### src/rtl/alu_pkg.sv
// Shared definitions for the ALU result path.
//
// Contents:
//   alu_op_e    - 3-bit result-select opcodes (ALU_OP_ADD .. ALU_OP_CHK)
//   ALU_DATA_W  - default result/operand width
//   FLG_N/Z/C/V - bit positions inside the architectural {N,Z,C,V} register
package alu_pkg;

    localparam int unsigned ALU_DATA_W = 32;

    typedef enum logic [2:0] {
        ALU_OP_ADD = 3'd0,
        ALU_OP_SUB = 3'd1,
        ALU_OP_AND = 3'd2,
        ALU_OP_OR  = 3'd3,
        ALU_OP_XOR = 3'd4,
        ALU_OP_SFL = 3'd5,
        ALU_OP_SFR = 3'd6,
        ALU_OP_CHK = 3'd7
    } alu_op_e;

    localparam int unsigned FLG_N = 3;
    localparam int unsigned FLG_Z = 2;
    localparam int unsigned FLG_C = 1;
    localparam int unsigned FLG_V = 0;

endpackage

### src/rtl/alu_result_stage_if.sv
// Downstream result stream of alu_result_stage (valid/ready handshake).
//
// Signals:
//   out_valid - head entry valid           (stage -> consumer)
//   out_ready - consumer takes head        (consumer -> stage)
//   out_data  - head result, DATA_W bits   (stage -> consumer)
//   out_op    - opcode of head entry       (stage -> consumer)
// Modports: master = result stage, slave = writeback consumer.
interface alu_result_stage_if
    import alu_pkg::*;
#(
    parameter int unsigned DATA_W = ALU_DATA_W
);
    logic              out_valid;
    logic              out_ready;
    logic [DATA_W-1:0] out_data;
    logic [2:0]        out_op;

    modport master (
        output out_valid,
        output out_data,
        output out_op,
        input  out_ready
    );

    modport slave (
        input  out_valid,
        input  out_data,
        input  out_op,
        output out_ready
    );
endinterface

### src/rtl/alu_result_fifo.sv
// Two-entry synchronous FIFO of {op, data} with registered full/empty flags.
//
// Ports:
//   clk, rst_n            - clock, asynchronous active-low reset
//   push, push_op/data    - write request and tail entry (ignored when full or flushing)
//   pop                   - remove head (ignored when empty)
//   flush                 - drop all entries at the next edge; no write that cycle
//   head_op, head_data    - current head entry
//   full, empty           - registered occupancy flags
module alu_result_fifo
    import alu_pkg::*;
#(
    parameter int unsigned DATA_W = ALU_DATA_W
) (
    input  logic              clk,
    input  logic              rst_n,
    input  logic              push,
    input  logic [2:0]        push_op,
    input  logic [DATA_W-1:0] push_data,
    input  logic              pop,
    input  logic              flush,
    output logic [2:0]        head_op,
    output logic [DATA_W-1:0] head_data,
    output logic              full,
    output logic              empty
);

    logic [2:0]        op_q   [2];
    logic [DATA_W-1:0] data_q [2];
    logic              wr_ptr_q, wr_ptr_d;
    logic              rd_ptr_q, rd_ptr_d;
    logic              full_q, full_d;
    logic              empty_q, empty_d;
    logic              push_en;
    logic              pop_en;

    assign push_en = push & ~full_q & ~flush;
    assign pop_en  = pop & ~empty_q;

    always_comb begin
        wr_ptr_d = wr_ptr_q;
        rd_ptr_d = rd_ptr_q;
        full_d   = full_q;
        empty_d  = empty_q;
        if (flush) begin
            wr_ptr_d = 1'b0;
            rd_ptr_d = 1'b0;
            full_d   = 1'b0;
            empty_d  = 1'b1;
        end else begin
            if (push_en) begin
                wr_ptr_d = ~wr_ptr_q;
            end
            if (pop_en) begin
                rd_ptr_d = ~rd_ptr_q;
            end
            // Simultaneous push and pop leaves occupancy unchanged.
            if (push_en && !pop_en) begin
                empty_d = 1'b0;
                full_d  = (wr_ptr_d == rd_ptr_q);
            end else if (pop_en && !push_en) begin
                full_d  = 1'b0;
                empty_d = (rd_ptr_d == wr_ptr_q);
            end
        end
    end

    always_ff @(posedge clk or negedge rst_n) begin
        if (!rst_n) begin
            wr_ptr_q <= 1'b0;
            rd_ptr_q <= 1'b0;
            full_q   <= 1'b0;
            empty_q  <= 1'b1;
        end else begin
            wr_ptr_q <= wr_ptr_d;
            rd_ptr_q <= rd_ptr_d;
            full_q   <= full_d;
            empty_q  <= empty_d;
        end
    end

    // Storage is reset so the head reads as zero straight out of reset.
    always_ff @(posedge clk or negedge rst_n) begin
        if (!rst_n) begin
            op_q[0]   <= '0;
            op_q[1]   <= '0;
            data_q[0] <= '0;
            data_q[1] <= '0;
        end else if (push_en) begin
            op_q[wr_ptr_q]   <= push_op;
            data_q[wr_ptr_q] <= push_data;
        end
    end

    assign head_op   = op_q[rd_ptr_q];
    assign head_data = data_q[rd_ptr_q];
    assign full      = full_q;
    assign empty     = empty_q;

endmodule

### src/rtl/alu_result_stage.sv
// Registered result stage behind alu_functions: selects one result bus per
// accepted operation, queues it (2 deep) towards writeback, and maintains the
// architectural NZCV flag register.
//
// Ports:
//   clk, rst_n          - clock, asynchronous active-low reset
//   in_valid / in_ready - upstream handshake; in_ready = !full & !flush
//   op, set_flags       - result select and flag-update enable
//   flush               - synchronous queue clear (flags/counter untouched)
//   *_out               - alu_functions result buses
//   cf, nf, zf, vf      - alu_functions raw flags
//   out                 - downstream stream (alu_result_stage_if.master)
//   flags               - architectural {N,Z,C,V}
//   acc_cnt             - accepted-operation counter
//
// Build option: define ALU_RESULT_CNT_EN to implement acc_cnt; otherwise it
// is tied to zero and no counter state exists.
module alu_result_stage
    import alu_pkg::*;
#(
    parameter int unsigned DATA_W = ALU_DATA_W,
    parameter int unsigned CNT_W  = 16
) (
    input  logic              clk,
    input  logic              rst_n,
    input  logic              in_valid,
    output logic              in_ready,
    input  logic [2:0]        op,
    input  logic              set_flags,
    input  logic              flush,
    input  logic [DATA_W-1:0] add_out,
    input  logic [DATA_W-1:0] sub_out,
    input  logic [DATA_W-1:0] and_out,
    input  logic [DATA_W-1:0] or_out,
    input  logic [DATA_W-1:0] xor_out,
    input  logic [DATA_W-1:0] sfl_out,
    input  logic [DATA_W-1:0] sfr_out,
    input  logic [DATA_W-1:0] chk_out,
    input  logic              cf,
    input  logic              nf,
    input  logic              zf,
    input  logic              vf,
    alu_result_stage_if.master out,
    output logic [3:0]        flags,
    output logic [CNT_W-1:0]  acc_cnt
);

    logic [DATA_W-1:0] sel_data;
    logic              push;
    logic              pop;
    logic              fifo_full;
    logic              fifo_empty;
    logic [2:0]        head_op;
    logic [DATA_W-1:0] head_data;
    logic [3:0]        flags_q, flags_d;

    // in_ready comes only from registered occupancy and flush.
    assign in_ready = ~fifo_full & ~flush;
    assign push     = in_valid & in_ready;
    assign pop      = ~fifo_empty & out.out_ready;

    always_comb begin
        sel_data = '0;
        unique case (op)
            ALU_OP_ADD: sel_data = add_out;
            ALU_OP_SUB: sel_data = sub_out;
            ALU_OP_AND: sel_data = and_out;
            ALU_OP_OR:  sel_data = or_out;
            ALU_OP_XOR: sel_data = xor_out;
            ALU_OP_SFL: sel_data = sfl_out;
            ALU_OP_SFR: sel_data = sfr_out;
            ALU_OP_CHK: sel_data = chk_out;
            default:    sel_data = '0;
        endcase
    end

    alu_result_fifo #(
        .DATA_W (DATA_W)
    ) u_fifo (
        .clk       (clk),
        .rst_n     (rst_n),
        .push      (push),
        .push_op   (op),
        .push_data (sel_data),
        .pop       (pop),
        .flush     (flush),
        .head_op   (head_op),
        .head_data (head_data),
        .full      (fifo_full),
        .empty     (fifo_empty)
    );

    assign out.out_valid = ~fifo_empty;
    assign out.out_data  = head_data;
    assign out.out_op    = head_op;

    // Arithmetic ops take the ALU's flags verbatim; logic/shift/check ops
    // only derive N and Z from the selected result and keep C and V.
    always_comb begin
        flags_d = flags_q;
        if (push && set_flags) begin
            if (op == ALU_OP_ADD || op == ALU_OP_SUB) begin
                flags_d[FLG_N] = nf;
                flags_d[FLG_Z] = zf;
                flags_d[FLG_C] = cf;
                flags_d[FLG_V] = vf;
            end else begin
                flags_d[FLG_N] = sel_data[DATA_W-1];
                flags_d[FLG_Z] = (sel_data == '0);
            end
        end
    end

    always_ff @(posedge clk or negedge rst_n) begin
        if (!rst_n) begin
            flags_q <= 4'b0000;
        end else begin
            flags_q <= flags_d;
        end
    end

    assign flags = flags_q;

`ifdef ALU_RESULT_CNT_EN
    logic [CNT_W-1:0] cnt_q;

    // Free-running wrap; flush does not touch it.
    always_ff @(posedge clk or negedge rst_n) begin
        if (!rst_n) begin
            cnt_q <= '0;
        end else if (push) begin
            cnt_q <= cnt_q + CNT_W'(1);
        end
    end

    assign acc_cnt = cnt_q;
`else
    assign acc_cnt = '0;
`endif

endmodule

### src/flat_wrapper.sv
// flat-port wrapper written by rule: the top's interface ports become plain ports
module alu_result_stage_flat import alu_pkg::*;
#(
    parameter int unsigned DATA_W = ALU_DATA_W,
    parameter int unsigned CNT_W  = 16
)
  (clk, rst_n, in_valid, in_ready, op, set_flags, flush, add_out, sub_out, and_out, or_out, xor_out, sfl_out, sfr_out, chk_out, cf, nf, zf, vf, flags, acc_cnt, out_out_valid, out_out_data, out_out_op, out_out_ready);
  alu_result_stage_if #(.DATA_W(DATA_W)) out_i ();
  input  logic clk;
  input  logic rst_n;
  input  logic in_valid;
  output logic in_ready;
  input  logic [2:0] op;
  input  logic set_flags;
  input  logic flush;
  input  logic [DATA_W-1:0] add_out;
  input  logic [DATA_W-1:0] sub_out;
  input  logic [DATA_W-1:0] and_out;
  input  logic [DATA_W-1:0] or_out;
  input  logic [DATA_W-1:0] xor_out;
  input  logic [DATA_W-1:0] sfl_out;
  input  logic [DATA_W-1:0] sfr_out;
  input  logic [DATA_W-1:0] chk_out;
  input  logic cf;
  input  logic nf;
  input  logic zf;
  input  logic vf;
  output logic [3:0] flags;
  output logic [CNT_W-1:0] acc_cnt;
  output wire logic [$bits(out_i.out_valid)-1:0] out_out_valid;
  output wire logic [$bits(out_i.out_data)-1:0] out_out_data;
  output wire logic [$bits(out_i.out_op)-1:0] out_out_op;
  input wire logic [$bits(out_i.out_ready)-1:0] out_out_ready;
  assign out_out_valid = out_i.out_valid;
  assign out_out_data = out_i.out_data;
  assign out_out_op = out_i.out_op;
  assign out_i.out_ready = out_out_ready;
  alu_result_stage #(.DATA_W(DATA_W), .CNT_W(CNT_W)) u_core (.clk(clk), .rst_n(rst_n), .in_valid(in_valid), .in_ready(in_ready), .op(op), .set_flags(set_flags), .flush(flush), .add_out(add_out), .sub_out(sub_out), .and_out(and_out), .or_out(or_out), .xor_out(xor_out), .sfl_out(sfl_out), .sfr_out(sfr_out), .chk_out(chk_out), .cf(cf), .nf(nf), .zf(zf), .vf(vf), .out(out_i), .flags(flags), .acc_cnt(acc_cnt));
endmodule
### config.mk
export PLATFORM = sky130hd
export DESIGN_NAME = alu_result_stage_flat
export DESIGN_NICKNAME = d
export VERILOG_FILES = /design/src/rtl/alu_pkg.sv /design/src/rtl/alu_result_stage_if.sv /design/src/rtl/alu_result_fifo.sv /design/src/rtl/alu_result_stage.sv /design/src/flat_wrapper.sv
export SDC_FILE = /design/constraint.sdc
export NUM_CORES = 1
export LEC_CHECK = 0
export ABC_CLOCK_PERIOD_IN_PS = 2340
export CAP_MARGIN = 40
export CORE_ASPECT_RATIO = 0.75
export CORE_MARGIN = 5
export CORE_UTILIZATION = 40
export DETAILED_ROUTE_END_ITERATION = 12
export HOLD_SLACK_MARGIN = 0.08
export PLACE_DENSITY = 0.9
export SYNTH_ARGS = -nofsm -noshare
export SYNTH_HDL_FRONTEND = slang
export SYNTH_SLANG_ARGS = --single-unit
### constraint.sdc
create_clock -name clk -period 2.34 [get_ports clk]
set_input_delay 0.468 -clock clk [delete_from_list [all_inputs] [get_ports clk]]
set_output_delay 0.468 -clock clk [all_outputs]
set_load 0.01 [all_outputs]
Yosys cells after proc, flatten, opt, wreduce, memory -nomap -nowiden
Index checks and enable logic that the tools add are counted.
{ "op_classes": {"n_lt_le_gt_ge": 3, "eq_ne": 9, "mux": 26, "n_bitwise": 13, "reduce_logical": 11} }
{ "ops": {"columns": ["operator", "count"], "rows": [
  ["32-bit one-hot mux with 8 select lines", 1],
  ["32-bit 2-to-1 mux", 4],
  ["64-bit bitwise mux", 1],
  ["32-bit demux with 1-bit select", 1],
  ["32-bit logical NOT", 1],
  ["3-bit == test (second input constant)", 4],
  ["1-bit 2-to-1 mux", 12],
  ["3-bit 2-to-1 mux", 4],
  ["1-bit bitwise AND", 6],
  ["6-bit bitwise mux", 1],
  ["3-bit by 2-bit == test with 1-bit output (second input constant)", 2],
  ["1-bit inverter", 5],
  ["2-bit greater-or-equal comparator (second input constant)", 2],
  ["1-bit logical AND", 4],
  ["1-bit inverter with 2-bit output", 2],
  ["3-bit demux with 1-bit select", 1],
  ["3-bit by 1-bit == test with 1-bit output (second input constant)", 1],
  ["3-bit logical NOT", 1],
  ["3-bit nonzero test", 1],
  ["1-bit == test", 2],
  ["1-bit logical NOT", 2],
  ["2-bit by 1-bit < comparator with 1-bit output (second input constant)", 1],
  ["2-bit 2-to-1 mux", 1],
  ["2-bit AND reduction", 1],
  ["1-bit logical OR", 1]
]} }
{ "word_totals": {"reg_bits": 78, "out_inout_bits": 57} }

Depth between registers and ports, before layout
Gate-level depths: netlist (run 1).
{ "logic_depth": {"depth_word": 10, "depth_mapped": 11, "depth_no_buf": 7} }

By module
Synthesis (run 1) repeated with hierarchy kept, for this count alone.
{ "unflattened": {"cells_unflattened": 487, "hier_area_um2": 5863.1} }
{ "by_module_without_submodules": {"columns": ["mod", "instances", "cells_each", "area_each_um2", "seq_area_each_um2"], "rows": [
  ["alu_result_fifo", 1, 205, 3357.0, 1853.0],
  ["alu_result_stage", 1, 282, 2506.2, 100.1]
]} }

Least setup slack after synthesis (run 1)
OpenSTA, ideal clock, no wires.
{ "synth_timing": {"path_type": "input to register", "startpoint": "input flush", "endpoint": "register u_core.u_fifo.data_q[0] in the netlist's numbering", "setup_ns": 0.125, "arrival_time_ns": 2.044, "setup_slack_ns": 0.171, "cell_stages": 6, "path_cell_list": "nor2_1 -> and2_1 -> ha_1 -> clkbuf_1 -> buf_1 -> mux2_2"} }
{ "synth_via": {"elab_chain_len": 5} }
{ "synth_rtl": {"columns": ["element", "line", "source"], "rows": [
  ["from (decl)", "flat_wrapper.sv:15", "input logic flush;"],
  ["1-bit inverter (*)", "alu_result_fifo.sv:37, alu_result_stage.sv:58", null],
  ["1-bit bitwise AND", "alu_result_stage.sv:58", "assign in_ready = ~fifo_full & ~flush;"],
  ["1-bit bitwise AND", "alu_result_stage.sv:59", "assign push = in_valid & in_ready;"],
  ["1-bit bitwise AND", "alu_result_fifo.sv:37", "assign push_en = push & ~full_q & ~flush;"],
  ["1-bit bitwise AND (*)", "alu_result_fifo.sv:37", null],
  ["to (signal, indexed assignment)", "alu_result_fifo.sv:91", "data_q[wr_ptr_q] <= push_data;"],
  ["to (decl)", "alu_result_fifo.sv:29", "logic [DATA_W-1:0] data_q [2];"]
]} }
Every way passes the cells marked *; elsewhere a longest branch is shown, timed or not.
A chain may end at the register's enable or synchronous reset.

Worst setup path in the final report (run 1)
{ "layout_timing": {"startpoint": "register u_core.u_fifo.rd_ptr_q", "endpoint": "output out_out_data[1]"} }
{ "layout_via": {"elab_chain_len": 4} }
{ "layout_rtl": {"columns": ["element", "line", "source"], "rows": [
  ["from (decl)", "alu_result_fifo.sv:31", "logic rd_ptr_q, rd_ptr_d;"],
  ["from (signal assigned)", "alu_result_fifo.sv:76", "rd_ptr_q <= rd_ptr_d;"],
  ["1-bit inverter with 2-bit output (implied by the code)", "alu_result_fifo.sv:96", "assign head_data = data_q[rd_ptr_q];"],
  ["32-bit 2-to-1 mux (implied by the code) (3 in a row)", "alu_result_fifo.sv:96", null],
  ["to (decl)", "flat_wrapper.sv:31", "output wire logic [$bits(out_i.out_data)-1:0] out_out_data;"]
]} }
No other way between the ends. The select of a mux whose other input is x is not followed.

==> flow_metrics.py, run 1 <==
metrics = {
    "logic_synthesis": {
        "syn_avg_cell_area_um2": 10.4,
        "async_flop_share_pct": 100,
        "synth_cells": 565,
        "synth-seq-cells": 78,
        "synth_area_um2": 5860,
        "synth-warning-count": 0,
        "synth-edff-count": 0,
        "yosys.cell_types.count": 53,
        "synth_flop_cell": "dfrtp_1",
        "ys_seq_area_share_pct": 33.3,
    },
    "final_layout": {
        "final_util_pct": 69.2,
        "areaGrowthSynthToFinish_pct": 69.9,
        "fillers": 1070,
        "regArea_um2": 1950,
        "design_area_um2": 9970,
        "drive_gt1_share_pct": 24.5,
        "nets": 1197,
        "antenna_cells": 0,
        "multi_input_area_um2": 3510,
    },
    "timing": {
        "slew-limit-headroom_pct": 62.5,
        "finalWorstSetupSlack_ps": 34.7,
        "final_hold_viol_count": 0,
        "tightest_slew_ps": 563,
        "finClkSkew_ps": 6.15,
        "drv_slew": 0,
        "rsz0062_at_grt": "false",
        "finalCriticalPeriod_ps": 2310,
        "fmax_mhz": 434,
        "tns_ps": 0,
        "setup_viol": 0,
        "post-route-period-util_pct": 98.5,
    },
    "cts": {
        "path_clk_slew_ps": 60,
        "numCtsBuffers": 9,
        "ctsHtreeMaxLevel": 3,
        "cts_root_buf": "clkbuf_16",
        "cts_tree": "done",
        "clockBufferDepth": 2,
        "cts_sinks": 78,
        "holdBufCountCts": 0,
        "clock_latency_ps": 340,
    },
    "outcome": {
        "status": "completed",
    },
    "setup_path": {
        "path_cells": "buf_12, mux2_2, clkdlybuf4s50_1",
        "cp_max_fo": 23,
        "r2r_end": "u_core.u_fifo.data_q[13]",
        "cp_data_arrival_time_ps": 1840,
        "cp_slowest_cell": "clkdlybuf4s50_1",
        "rrSetupSlack_ps": 580,
        "required_ps": 1870,
        "criticalPathCategory": "flip-flop to output port",
        "r2r_cells": 5,
        "start_kind": "flip-flop",
        "r2r_start": "u_core.u_fifo.full",
        "max_stage_delay_ps": 500,
        "cp-end-kind": "output port",
    },
    "power": {
        "finalPower_mw": 6.16,
        "ir_drop_mv": 0.449,
        "p_leak_nw": 4.37,
        "power.density_nw_per_um2": 618,
    },
    "detailed_routing": {
        "route.detailed.drc": 0,
        "drt-total-wl_um": 24500,
        "vias_per_cell": 5.38,
        "drtAntennaViolNets": 0,
        "drtIter0Drc": 334,
        "via_count": 6086,
        "first_pass_iters": 5,
        "wl_per_cell_um": 21.6,
    },
    "grt": {
        "antenna_found_initial": 0,
        "grt_max_degree": 41,
        "grt_pass1_vias": 6437,
        "grt-ovfl-total": 0,
        "grt_pass1_wl_um": 35700,
        "grt_use_total_pct": 27.3,
    },
    "placed_design": {
        "dpl.hpwl_um": 20200,
        "place.port_buffers": 309,
        "post-place-ws_ps": -194,
        "placed_cell_area_um2": 9640,
        "routabilityCongestion": 0.924,
    },
    "floorplanning": {
        "placementRows": 38,
        "die_w_um": 150,
        "coreArea_um2": 14400,
        "die_h_um": 115,
        "ios": 326,
        "initial_core_util_pct": 40.7,
        "die-area_um2": 17200,
    },
    "hold_path": {
        "hold_class": "input port to asynchronous set/reset pin",
    },
    "job": {
        "drv_cap": 0,
    },
}
synthesized netlist by cell type (2+ instances only):
library cell	instances	area [um^2]
xor2_1	2	17.5
inv_1	20	75.1
buf_2	14	70.1
o22ai_1	9	56.3
a21o_1	2	15.0
nor2b_1	9	56.3
mux2_4	3	45.0
buf_1	2	7.51
mux2_1	7	78.8
a31oi_1	5	31.3
o21ai_1	2	10.0
nor3b_1	3	22.5
nor4_1	3	18.8
a222oi_1	2	20.0
nor3_1	4	20.0
buf_4	21	158
clkbuf_1	17	63.8
a21oi_1	26	130
nand2_1	11	41.3
o32a_1	9	90.1
o21ai_0	2	10.0
a221oi_2	2	30.0
and2_1	3	18.8
a22o_1	8	70.1
nor2_1	44	165
mux2_2	107	1200
dfrtp_1	77	1930
a211oi_1	10	75.1
buf_6	8	90.1
ha_1	2	25.0
a221oi_1	28	245
nand2b_1	17	106
mux4_2	3	67.6
nand3_1	4	20.0
mux2i_1	61	611
power breakdown:
| group | switching (mW) | internal, mW |
|---|---|---|
| Sequential | 0.254 | 1.87 |
| Combinational | 1.06 | 1.69 |
| Clock | 0.515 | 0.776 |
| Total | 1.83 | 4.33 |
worst max-delay path: cells and delay by family, from the launching register on:
family,cells,cell delay (ps)
buffers and inverters,2,710
flip-flops,1,440
multiplexers,1,350
final cells by class:
class / count / share of cell area, %
Clock inverter: 1 / 0.0502
Inverter: 21 / 0.791
Multi-Input combinational cell: 419 / 35.2
Clock buffer: 15 / 2.69
Tap cell: 200 / 2.51
Timing Repair Buffer: 397 / 39.1
Sequential cell: 78 / 19.6
worst max path at each step:
| stage | to | start | cells past startpoint |
|---|---|---|---|
| 2_1_floorplan | u_core.u_fifo.data_q[0] | flush | 6 |
| 3_3_place_gp | u_core.flags[2] | op[1] | 9 |
| 3_5_place_dp | u_core.flags[2] | or_out[12] | 9 |
| 4_1_cts | out_out_data[0] | u_core.u_fifo.rd_ptr_q | 3 |
| 5_1_grt | out_out_data[17] | u_core.u_fifo.rd_ptr_q | 3 |
| 6_report | out_out_data[1] | u_core.u_fifo.rd_ptr_q | 3 |
kinds of logic after synthesis:
kind of cell,Yosys count,share of synthesized area (%)
mux,181,34.2
compound gates,110,14.2
simple gates,107,9.32
buf+inv,83,7.98
flops,78,33.3
xor+xnor,3,0.448
fa+ha+maj,2,0.427
other cells,1,0.0639
what timing repair did:
item / 4_1_cts / 5_1_grt
buffers inserted: 1 / 0
resized for setup: 4 / 17
setup endpoints to repair: 26 / 17
layout by cell type (no fill, tap or decap), types with 3 or more instances in the layout:
cell and instances:
a211oi_1 10, a21oi_1 26, a221oi_1 28, a22o_1 8, a31oi_1 5, and2_1 3, buf_12 10, buf_4 80
clkbuf_1 4, clkbuf_16 9, clkdlybuf4s50_1 285, conb_1 16, dfrtp_1 76, dlygate4sd2_1 4, dlymetal6s2s_1 16, inv_1 20
mux2_1 7, mux2_2 107, mux2_4 3, mux2i_1 61, mux4_2 3, nand2_1 11, nand2b_1 17, nand3_1 4
nor2_1 44, nor2b_1 9, nor3_1 4, nor3b_1 3, o22ai_1 9, o32a_1 9
registers in the layout (all words and copies together), names as in the netlist:
name	flops
u_core.u_fifo.data_q	64
u_core.u_fifo.op_q	6
u_core.flags	4
u_core.u_fifo.empty	1
u_core.u_fifo.full	1
u_core.u_fifo.rd_ptr_q	1
u_core.u_fifo.wr_ptr_q	1
per-stage QoR:
step,instances,hold slack (ps)
after global routing,1131,153
after detailed placement,1114,479
after global placement,1114,466
after CTS,1131,127
after floorplan,580,172
final,1131,119
metal layers:
metal | vias to the layer above | routed length (um) | global-route usage, % | share of wire [%]
li1 | 2790 | - | - | -
met1 | 2940 | 9280 | 31.4 | 38
met2 | 312 | 12000 | 47.8 | 49
met3 | 44 | 2540 | 9.61 | 10
met4 | 0 | 619 | 8.71 | 2.5
met5 | - | 0 | 0 | 0
(Power assumes the default switching activity.)
==> inputs of run 2 (changes only) <==
Settings changed: PLACE_DENSITY 0.9 to 0.83.
==> run 2 against run 1 <==
  * Critical path depth stayed put
  * Sequential cell count is the same
  * Clock skew increased by 0.79 ps
  * Via count down 1.8%
  * Routed wire length shrank 1.4%
  * Sequential share of layout area up 0.099 points
  * Clock power grew 5%
  * Die area unchanged
  * Critical path type unchanged
  * Highest routed layer is now met5
==> flow_metrics.py, run 2 (synthesis gave the netlist of run 1 again) <==
metrics = {
    "power": {
        "finalPower_mw": 6.25,
        "p_leak_nw": 4.20,
        "power.density_nw_per_um2": 631,
        "ir_drop_mv": 0.452,
    },
    "final_layout": {
        "finalNonFillerCells": 1117,
        "mostFrequentLayoutCell": "clkdlybuf4s50_1",
        "largest_reg_flops": 64,
        "fillers": 1130,
        "top_register": "u_core.u_fifo.data_q",
        "drive_gt1_share_pct": 23.7,
        "nets": 1184,
        "final_cell_mix": "clkdlybuf4s50_1, mux2_2, dfrtp_1",
        "areaGrowthSynthToFinish_pct": 69.1,
        "antenna_cells": 0,
        "final_util_pct": 68.8,
    },
    "cts": {
        "path_clk_slew_ps": 60,
        "cts_sinks": 78,
        "cts_tree": "done",
        "clock_latency_ps": 340,
        "cts_root_buf": "clkbuf_16",
        "clockBufferDepth": 2,
        "ctsHtreeMaxLevel": 3,
        "numCtsBuffers": 9,
        "holdBufCountCts": 0,
    },
    "detailed_routing": {
        "first_pass_iters": 5,
        "wl_met1_um": 9070,
        "vias_per_cell": 5.35,
        "dr_wl_met3_um": 2490,
        "wl_met2_um": 12000,
        "drt-total-wl_um": 24100,
        "top_layer": "met5",
        "wl_per_cell_um": 21.6,
        "via_count": 5978,
        "drtIter0Drc": 288,
        "route.detailed.drc": 0,
        "drtAntennaViolNets": 0,
    },
    "placed_design": {
        "post-place-ws_ps": -260,
        "routabilityCongestion": 0.942,
        "dpl.hpwl_um": 20300,
        "place.port_buffers": 309,
        "dp.cells": 1102,
    },
    "timing": {
        "drv_slew": 0,
        "final_hold_viol_count": 0,
        "tns_ps": 0,
        "rsz0062_at_grt": "false",
        "slew-limit-headroom_pct": 58.6,
        "finalWorstSetupSlack_ps": 42.8,
        "fmax_mhz": 435,
        "finalCriticalPeriod_ps": 2300,
        "finClkSkew_ps": 6.94,
        "tightest_slew_ps": 621,
        "setup_viol": 0,
        "post-route-period-util_pct": 98.2,
    },
    "grt": {
        "antenna_found_initial": 1,
        "grt_max_degree": 43,
        "grt_pass1_wl_um": 35200,
        "grt-ovfl-total": 0,
        "grt_use_total_pct": 26.9,
        "grt_pass1_vias": 6085,
    },
    "setup_path": {
        "r2r_end": "u_core.flags[2]",
        "crit_end": "out_out_data[10]",
        "path_cells": "buf_12, mux2_2, clkdlybuf4s50_1",
        "r2r_cells": 8,
        "rrSetupSlack_ps": 630,
        "cp-end-kind": "output port",
        "cp_slowest_cell": "clkdlybuf4s50_1",
        "cp_data_arrival_time_ps": 1830,
        "r2r_start": "u_core.u_fifo.full",
        "cp_max_fo": 23,
        "criticalPathCategory": "flip-flop to output port",
        "path_buf_inv": 2,
        "max_stage_delay_ps": 520,
        "start_kind": "flip-flop",
        "path_delay_family": "buffers and inverters",
        "required_ps": 1870,
        "startpoint": "u_core.u_fifo.rd_ptr_q",
        "crit_cells": 3,
    },
    "floorplanning": {
        "die-area_um2": 17200,
        "coreArea_um2": 14400,
        "ios": 326,
        "placementRows": 38,
        "die_h_um": 115,
        "initial_core_util_pct": 40.7,
        "die_w_um": 150,
    },
    "job": {
        "drv_cap": 0,
    },
    "outcome": {
        "status": "completed",
    },
    "hold_path": {
        "hold_class": "input port to asynchronous set/reset pin",
    },
}
-- run 2: changes by cell type in the layout (fill, tap and decap cells not counted) --
cell / previous run / this run
buf_12: 10 / 14
buf_2: 2 / 1
buf_4: 80 / 63
bufinv_16: 0 / 1
clkbuf_1: 4 / 1
clkbuf_4: 0 / 1
clkbuf_8: 2 / 0
clkdlybuf4s50_1: 285 / 300
clkinv_2: 1 / 0
clkinv_4: 0 / 1
clkinvlp_4: 0 / 3
dlygate4sd2_1: 4 / 0
dlymetal6s2s_1: 16 / 5
-- run 2: worst min-delay path by stage --
| stage | from | end | slack (ps) |
|---|---|---|---|
| 5_1_grt | rst_n | u_core.u_fifo.data_q[17] | 170 |
| 3_5_place_dp | u_core.flags[3] | u_core.flags[3] | 470 |
| 4_1_cts | rst_n | u_core.u_fifo.data_q[3] | 140 |
| 3_3_place_gp | u_core.flags[3] | u_core.flags[3] | 470 |
| 6_report | rst_n | u_core.u_fifo.data_q[35] | 130 |
| 2_1_floorplan | rst_n | u_core.flags[0] | 170 |
-- run 2: repair_timing --
| item | CTS | global route |
|---|---|---|
| setup buffers | 0 | 0 |
| endpoints found under the setup margin | 0 | 6 |
| resized for setup | 0 | 7 |
| endpoints found under the hold margin | 0 | 0 |
-- run 2: layout make-up --
| class | count | area, um^2 | share of cell area [%] |
|---|---|---|---|
| inverters | 21 | 78.8 | 0.795 |
| clock inverters | 5 | 61.3 | 0.618 |
| multi-input cells | 419 | 3510 | 35.4 |
| repair buffers | 384 | 3830 | 38.6 |
| clock buffers | 10 | 229 | 2.31 |
| well taps | 200 | 250 | 2.52 |
| flip-flops and latches | 78 | 1950 | 19.7 |
-- run 2: power breakdown --
| part | switching (mW) | internal, mW |
|---|---|---|
| registers | 0.260 | 1.87 |
| clock network | 0.536 | 0.821 |
| logic | 1.05 | 1.71 |
-- run 2: stage by stage --
| step | hold slack (ps) | instance area, um^2 |
|---|---|---|
| 6_report | 125 | 9920 |
| 5_1_grt | 169 | 9920 |
| 4_1_cts | 141 | 9890 |
| 3_5_place_dp | 472 | 9600 |
| 3_3_place_gp | 465 | 9600 |
| 2_1_floorplan | 172 | 5920 |
-- run 2: routing by layer --
metal | vias to the layer above | track usage, %
met2 | 278 | 47.9
met1 | 2886 | 31.5
met3 | 42 | 9.50
li1 | 2770 | -
met5 | - | 0
met4 | 2 | 5.85
==> inputs of run 3 (changes only) <==
Settings changed: ABC_AREA set to 1, CORE_UTILIZATION 40 to 41.
==> run 3 against run 2 <==
  * Worst setup slack improved by 31 ps
  * Clock skew is 3.6 ps lower
  * Final cell count up 33%
  * Die area grew 3.4%
  * Fmax is 1.4% higher
  * First-iteration DRC count increased to 2.9 times the previous value
  * Utilization fell by 3.6 points
  * Critical path depth is 2 higher
  * Highest routed layer is now met4
==> flow_metrics.py, run 3 <==
metrics = {
    "outcome": {
        "status": "completed",
    },
    "final_layout": {
        "fillers": 1342,
        "regArea_um2": 1950,
        "areaGrowthSynthToFinish_pct": 57.7,
        "mostFrequentLayoutCell": "nand2_1",
        "drive_gt1_share_pct": 5.70,
        "design_area_um2": 9830,
        "nets": 1547,
        "top_register": "u_core.u_fifo.data_q",
        "final_cell_mix": "nand2_1, clkdlybuf4s50_1, o21ai_0",
        "largest_reg_flops": 64,
        "antenna_cells": 0,
        "multi_input_area_um2": 3570,
    },
    "floorplanning": {
        "placementRows": 39,
        "die_h_um": 117,
        "die_w_um": 152,
        "initial_core_util_pct": 41.3,
        "coreArea_um2": 15100,
        "ios": 326,
        "die-area_um2": 17800,
    },
    "job": {
        "drv_cap": 0,
    },
    "logic_synthesis": {
        "synth-seq-cells": 78,
        "synth-warning-count": 0,
        "synth-compound-area-share_pct": 9.51,
        "synth_top_family_by_area": "simple AND/OR/NAND/NOR gates",
        "yosys-top-cells-count": "nand2_1, o21ai_0, nand4_1",
        "yosys.cell_types.count": 36,
        "yosys.area.top_type": "dfrtp_1",
        "yosys.area_share.adder_pct": 0.401,
        "synth_area_um2": 6230,
        "syn_avg_cell_area_um2": 6.28,
        "ys_seq_area_share_pct": 31.3,
        "synth_area_leaders": "dfrtp_1, nand2_1, nand4_1",
        "synth-xor-area-share_pct": 0.141,
        "synth_top_area_share_pct": 30.9,
        "async_flop_share_pct": 100,
        "synth_cells": 992,
        "yosys.area_share.simple_pct": 45.8,
        "synth_most_common_cell": "nand2_1",
        "synth_flop_cell": "dfrtp_1",
        "muxShareOfSynthArea_pct": 0.522,
        "synth-edff-count": 0,
    },
    "setup_path": {
        "cp_data_arrival_time_ps": 1800,
        "path_cells": "inv_4, buf_4, nand2_1, nand2_1, clkdlybuf4s50_1",
        "criticalPathCategory": "flip-flop to output port",
        "cp_max_fo": 11,
        "start_kind": "flip-flop",
        "critPathMostFrequentCell": "nand2_1",
        "required_ps": 1870,
        "cp-end-kind": "output port",
        "max_stage_delay_ps": 550,
        "cp_slowest_cell": "clkdlybuf4s50_1",
        "rrSetupSlack_ps": 770,
    },
    "timing": {
        "drv_slew": 0,
        "final_hold_viol_count": 0,
        "finClkSkew_ps": 3.37,
        "hold-worst-slack_ps": 104,
        "setup_viol": 0,
        "post-route-period-util_pct": 96.8,
        "rsz0062_at_grt": "false",
        "finalCriticalPeriod_ps": 2270,
        "tightest_slew_ps": 506,
        "slew-limit-headroom_pct": 66.3,
        "fmax_mhz": 441,
    },
    "power": {
        "power.density_nw_per_um2": 556,
        "p_int_mw": 3.67,
        "power_frac_seq_pct": 35.8,
        "ir_drop_mv": 0.407,
        "sw_frac_of_total_pct": 32.9,
        "power_switching_mw": 1.80,
        "p_clk_share_pct": 24.3,
        "p_leak_nw": 4.81,
        "power_frac_comb_pct": 39.9,
    },
    "detailed_routing": {
        "first_pass_iters": 5,
        "drtIter0Drc": 847,
        "drt-total-wl_um": 28100,
        "wl_per_cell_um": 18.9,
        "via_count": 7979,
        "route.detailed.drc": 0,
        "drtAntennaViolNets": 0,
        "vias_per_cell": 5.37,
    },
    "placed_design": {
        "placed_cell_area_um2": 9530,
        "place.port_buffers": 309,
        "dpl.hpwl_um": 22600,
        "routabilityCongestion": 0.972,
    },
    "grt": {
        "grt-ovfl-total": 0,
        "grt_pass1_wl_um": 43200,
        "antenna_found_initial": 0,
        "grt_use_total_pct": 30.8,
        "grt_pass1_vias": 7764,
        "grt_max_degree": 70,
    },
    "cts": {
        "cts_sinks": 78,
        "path_clk_slew_ps": 50,
        "cts_tree": "done",
        "cts_root_buf": "clkbuf_16",
        "cts_setup_buffers": 0,
        "holdBufCountCts": 0,
        "clock_latency_ps": 330,
        "numCtsBuffers": 9,
        "clockBufferDepth": 2,
        "ctsHtreeMaxLevel": 3,
    },
    "hold_path": {
        "hold_class": "input port to asynchronous set/reset pin",
    },
}
## run 3: cell type report
class | instances | share of cell area [%]
inverters | 66 | 2.60
flip-flops and latches | 78 | 19.9
multi-input cells | 778 | 36.4
clock buffers | 15 | 2.93
repair buffers | 343 | 35.6
well taps | 205 | 2.61
## run 3: kinds of logic (layout without fill, tap and decap cells)
logic type / Yosys count / count (layout)
compound gates: 117 / 117
flops: 78 / 78
mux: 3 / 3
simple gates: 639 / 639
buf+inv: 151 / 424
xor+xnor: 1 / 1
fa+ha+maj: 2 / 2
other cells: 1 / 16
## run 3: metrics by stage
stage,setup TNS (ps),std cells,power [mW],setup WS [ps],utilization [%]
after floorplan,0,1007,2.91,431,-
after global placement,0,1471,4.11,70.8,63.2
after detailed placement,0,1471,4.15,55.1,63.2
after CTS,-7.19,1486,5.50,-7.19,65.1
after global routing,0,1485,5.81,1.64,65.2
final,0,1485,5.47,74.0,65.2
## run 3: timing repair
action / 4_1_cts / 5_1_grt
pin swaps: 0 / 0
setup endpoints to repair: 28 / 24
gates cloned: 0 / 0
resized for setup: 7 / 9
## run 3: path summary, 6_finish.rpt
path                                               start                        to  cells after the start
worst max register to register        u_core.u_fifo.full  u_core.u_fifo.data_q[13]                      6
worst min register to register  u_core.u_fifo.data_q[14]  u_core.u_fifo.data_q[14]                      2
max in group asynchronous                          rst_n  u_core.u_fifo.data_q[16]                      2
worst min-delay path                               rst_n        u_core.u_fifo.full                      1
worst max-delay path              u_core.u_fifo.rd_ptr_q           out_out_data[2]                      5
min in group clk                u_core.u_fifo.data_q[14]  u_core.u_fifo.data_q[14]                      2
## run 3: worst max-delay path: cells and delay by family (launching register included)
family	cells	cell delay [ps]
buf+inv	3	870
flops	1	440
simple gates	2	150
## run 3: layer usage
metal	wire length [um]	vias up	part of all wire, %	global-route usage (%)
li1	-	3777	-	-
met1	11500	3662	41	39.5
met2	13000	482	46	52.6
met3	2790	58	9.9	8.27
met4	799	0	2.8	8.08
met5	0	-	0	0
## run 3: power by group through the flow
stage          Clock, mW  Sequential, mW  Combinational [mW]
2_1_floorplan          0            1.92               0.991
3_3_place_gp           0            1.95                2.16
3_5_place_dp           0            1.96                2.18
4_1_cts             1.36            1.95                2.19
5_1_grt             1.41            2.00                2.40
6_report            1.33            1.96                2.18
==> variant (flow settings as in run 2) <==
Put one more register stage on the output `flags`, with the module's reset. The value now appears one clock later. The other outputs are not delayed to match. Comments in the files are not updated.
--- a/src/rtl/alu_result_stage.sv
+++ b/src/rtl/alu_result_stage.sv
@@ -120,5 +120,11 @@
     end
 
-    assign flags = flags_q;
+    always_ff @(posedge clk or negedge rst_n) begin
+        if (!rst_n) begin
+            flags <= '0;
+        end else begin
+            flags <= flags_q;
+        end
+    end
 
 `ifdef ALU_RESULT_CNT_EN
Check against the original RTL: not equivalent (Yosys sat finds a counterexample within 4 cycles, from zero or initial values and one cycle with rst_n low).
==> variant against run 2 <==
Setup slack worse by 0.028 ns. Area after synthesis down 0.58%. Total power up 3.1%. Final cell count up 1.8%. Final area up 2.5%. Sequential cell count up 4. Via count up 1.8%. Count of clock-buffer cells in the layout up 1. Wire length up 0.79%. Critical path type unchanged. Largest cell class unchanged.
==> variant: results (changes against run 2) <==
- Highest routed layer: met4
- GR Util met1: 0.345 (+0.0302)
- Ys async rst share: 1.00 (unchanged)
- P_sw: 1.88 mW (+1.8%)
- Status: complete, no violations
- Multi-input gate share of total cell area: 0.341 (-0.0133)
- Synthesized area per cell: 10.5 um2 (+0.85%)
- Worst r2r src: u_core.u_fifo.full
- Yosys cell types: 61 (+15%)
- WP data arrival: 1.86 ns (+0.03 ns)
- Dpl ws: -0.310 ns (-0.0501 ns)
- Root Buffer: clkbuf_16
- Largest cells by area after synthesis: dfrtp_1 35%, mux2_2 17%, mux2i_1 7.4%, mux4_2 4.6%, a21oi_1 3.4%
- XOR/XNOR Fraction of Synth Area: 0.00451 (+0.0000260)
- Area of the mapped netlist: 5830 um2 (-0.58%)
- Sequential share of power: 0.343 (+0.002)
- DP Cell Count: 1118 (+1.5%)
- Commonest cells in the netlist: 88 x mux2_2, 81 x dfrtp_1, 45 x nor2_1, 43 x mux2i_1, 40 x a21oi_1
- Via density: 5.35 (about the same)
- Buffers, non-clock: 411 (+7.0%)
- M1 WL: 9790 um (+7.9%)
- Flop2flop setup slack: 0.56 ns (-0.07 ns)
- Wire length on met2: 12400 um (+2.9%)
- Signal buf overhead: 0.398 (+0.0121)
- Fillers: 1095 (-3.1%)
- Vias in the first global route: 6460 (+6.2%)
- Final nets: 1202 (+1.5%)
- Comb power frac: 0.426 (-0.017)
- Post-synthesis compound-gate area fraction: 0.171 (+0.0283)
- Skew final: 0.00384 ns (-0.00310 ns)
- Post_cts resized: 2 (+2)
- Register Area: 2050 um2 (+5.1%)
- Total wire length: 24300 um (+0.79%)
- R2R cell count: 7 (-1)
- # clock sinks: 82 (+5.1%)
- Diode count: 1 (+1)
- Area of the multi-input gates: 3460 um2 (-1.4%)
- End of the worst register-to-register path: u_core.flags_q[2]
- Static leakage: 4.34 nW (+3.3%)
- Inverters excl. clock: 8 (-62%)
- DP Area: 9770 um2 (+1.7%)
- GPL Wtd Cong: 0.933 (-0.94%)
- GRT met2 Usage: 0.493 (+0.0141)
- Postcts setup bufs: 1 (+1)
- Layout cells sized above 1: 0.262 (+0.0251)
- GRT Util Overall: 0.277 (+0.00794)
- Hold WS: 0.117 ns (-0.00786 ns)
- Grt met3 use: 0.0704 (-0.0245)
- Critical path fanouts, max: 10 (-57%)
- Adder-cell share of the synthesized area: 0.00429 (+0.0000247)
- Largest net degree at the start of global routing: 41 (-4.7%)
- Mux share of post-synthesis cell area: 0.299 (-0.0431)
- Layout clock area frac: 0.0308 (+0.00151)
- Worst VDD drop: 0.395 mV (-13%)
- Sequential element share of the synthesized area: 0.352 (+0.0191)
- Total number of vias: 6083 (+1.8%)
- Met3 WL: 1880 um (-24%)
- Global-route wire length before repair: 36200 um (+2.8%)
- Worst slew pin tran: 0.686 ns (+0.0648 ns)
==> variant: cell count changes after synthesis, sizes merged, moves of 10 or more <==
cell / change
o221a: +10
o21ai: +12
a221oi: -22
nand2b: -14
a22o: +12
a21oi: +14
mux2i: -18
inv: -13
mux4: +11
mux2: -29
==> variant: worst max path at each step <==
stage / end / cells past startpoint / slack, ns / start
after floorplan: u_core.flags_q[2] / 8 / 0.19 / op[1]
after global placement: u_core.flags_q[2] / 10 / -0.26 / op[1]
after detailed placement: u_core.flags_q[2] / 9 / -0.31 / op[1]
after CTS: out_out_data[28] / 3 / -0.03 / u_core.u_fifo.rd_ptr_q
after global routing: out_out_data[4] / 3 / -0.04 / u_core.u_fifo.rd_ptr_q
final: out_out_data[14] / 3 / 0.02 / u_core.u_fifo.rd_ptr_q
==> variant: worst max-delay path, cell delays in order, from the launching register on <==
cell             delay [ns]
dfrtp_2                0.48
buf_6                  0.20
mux2_2                 0.36
clkdlybuf4s50_1        0.50
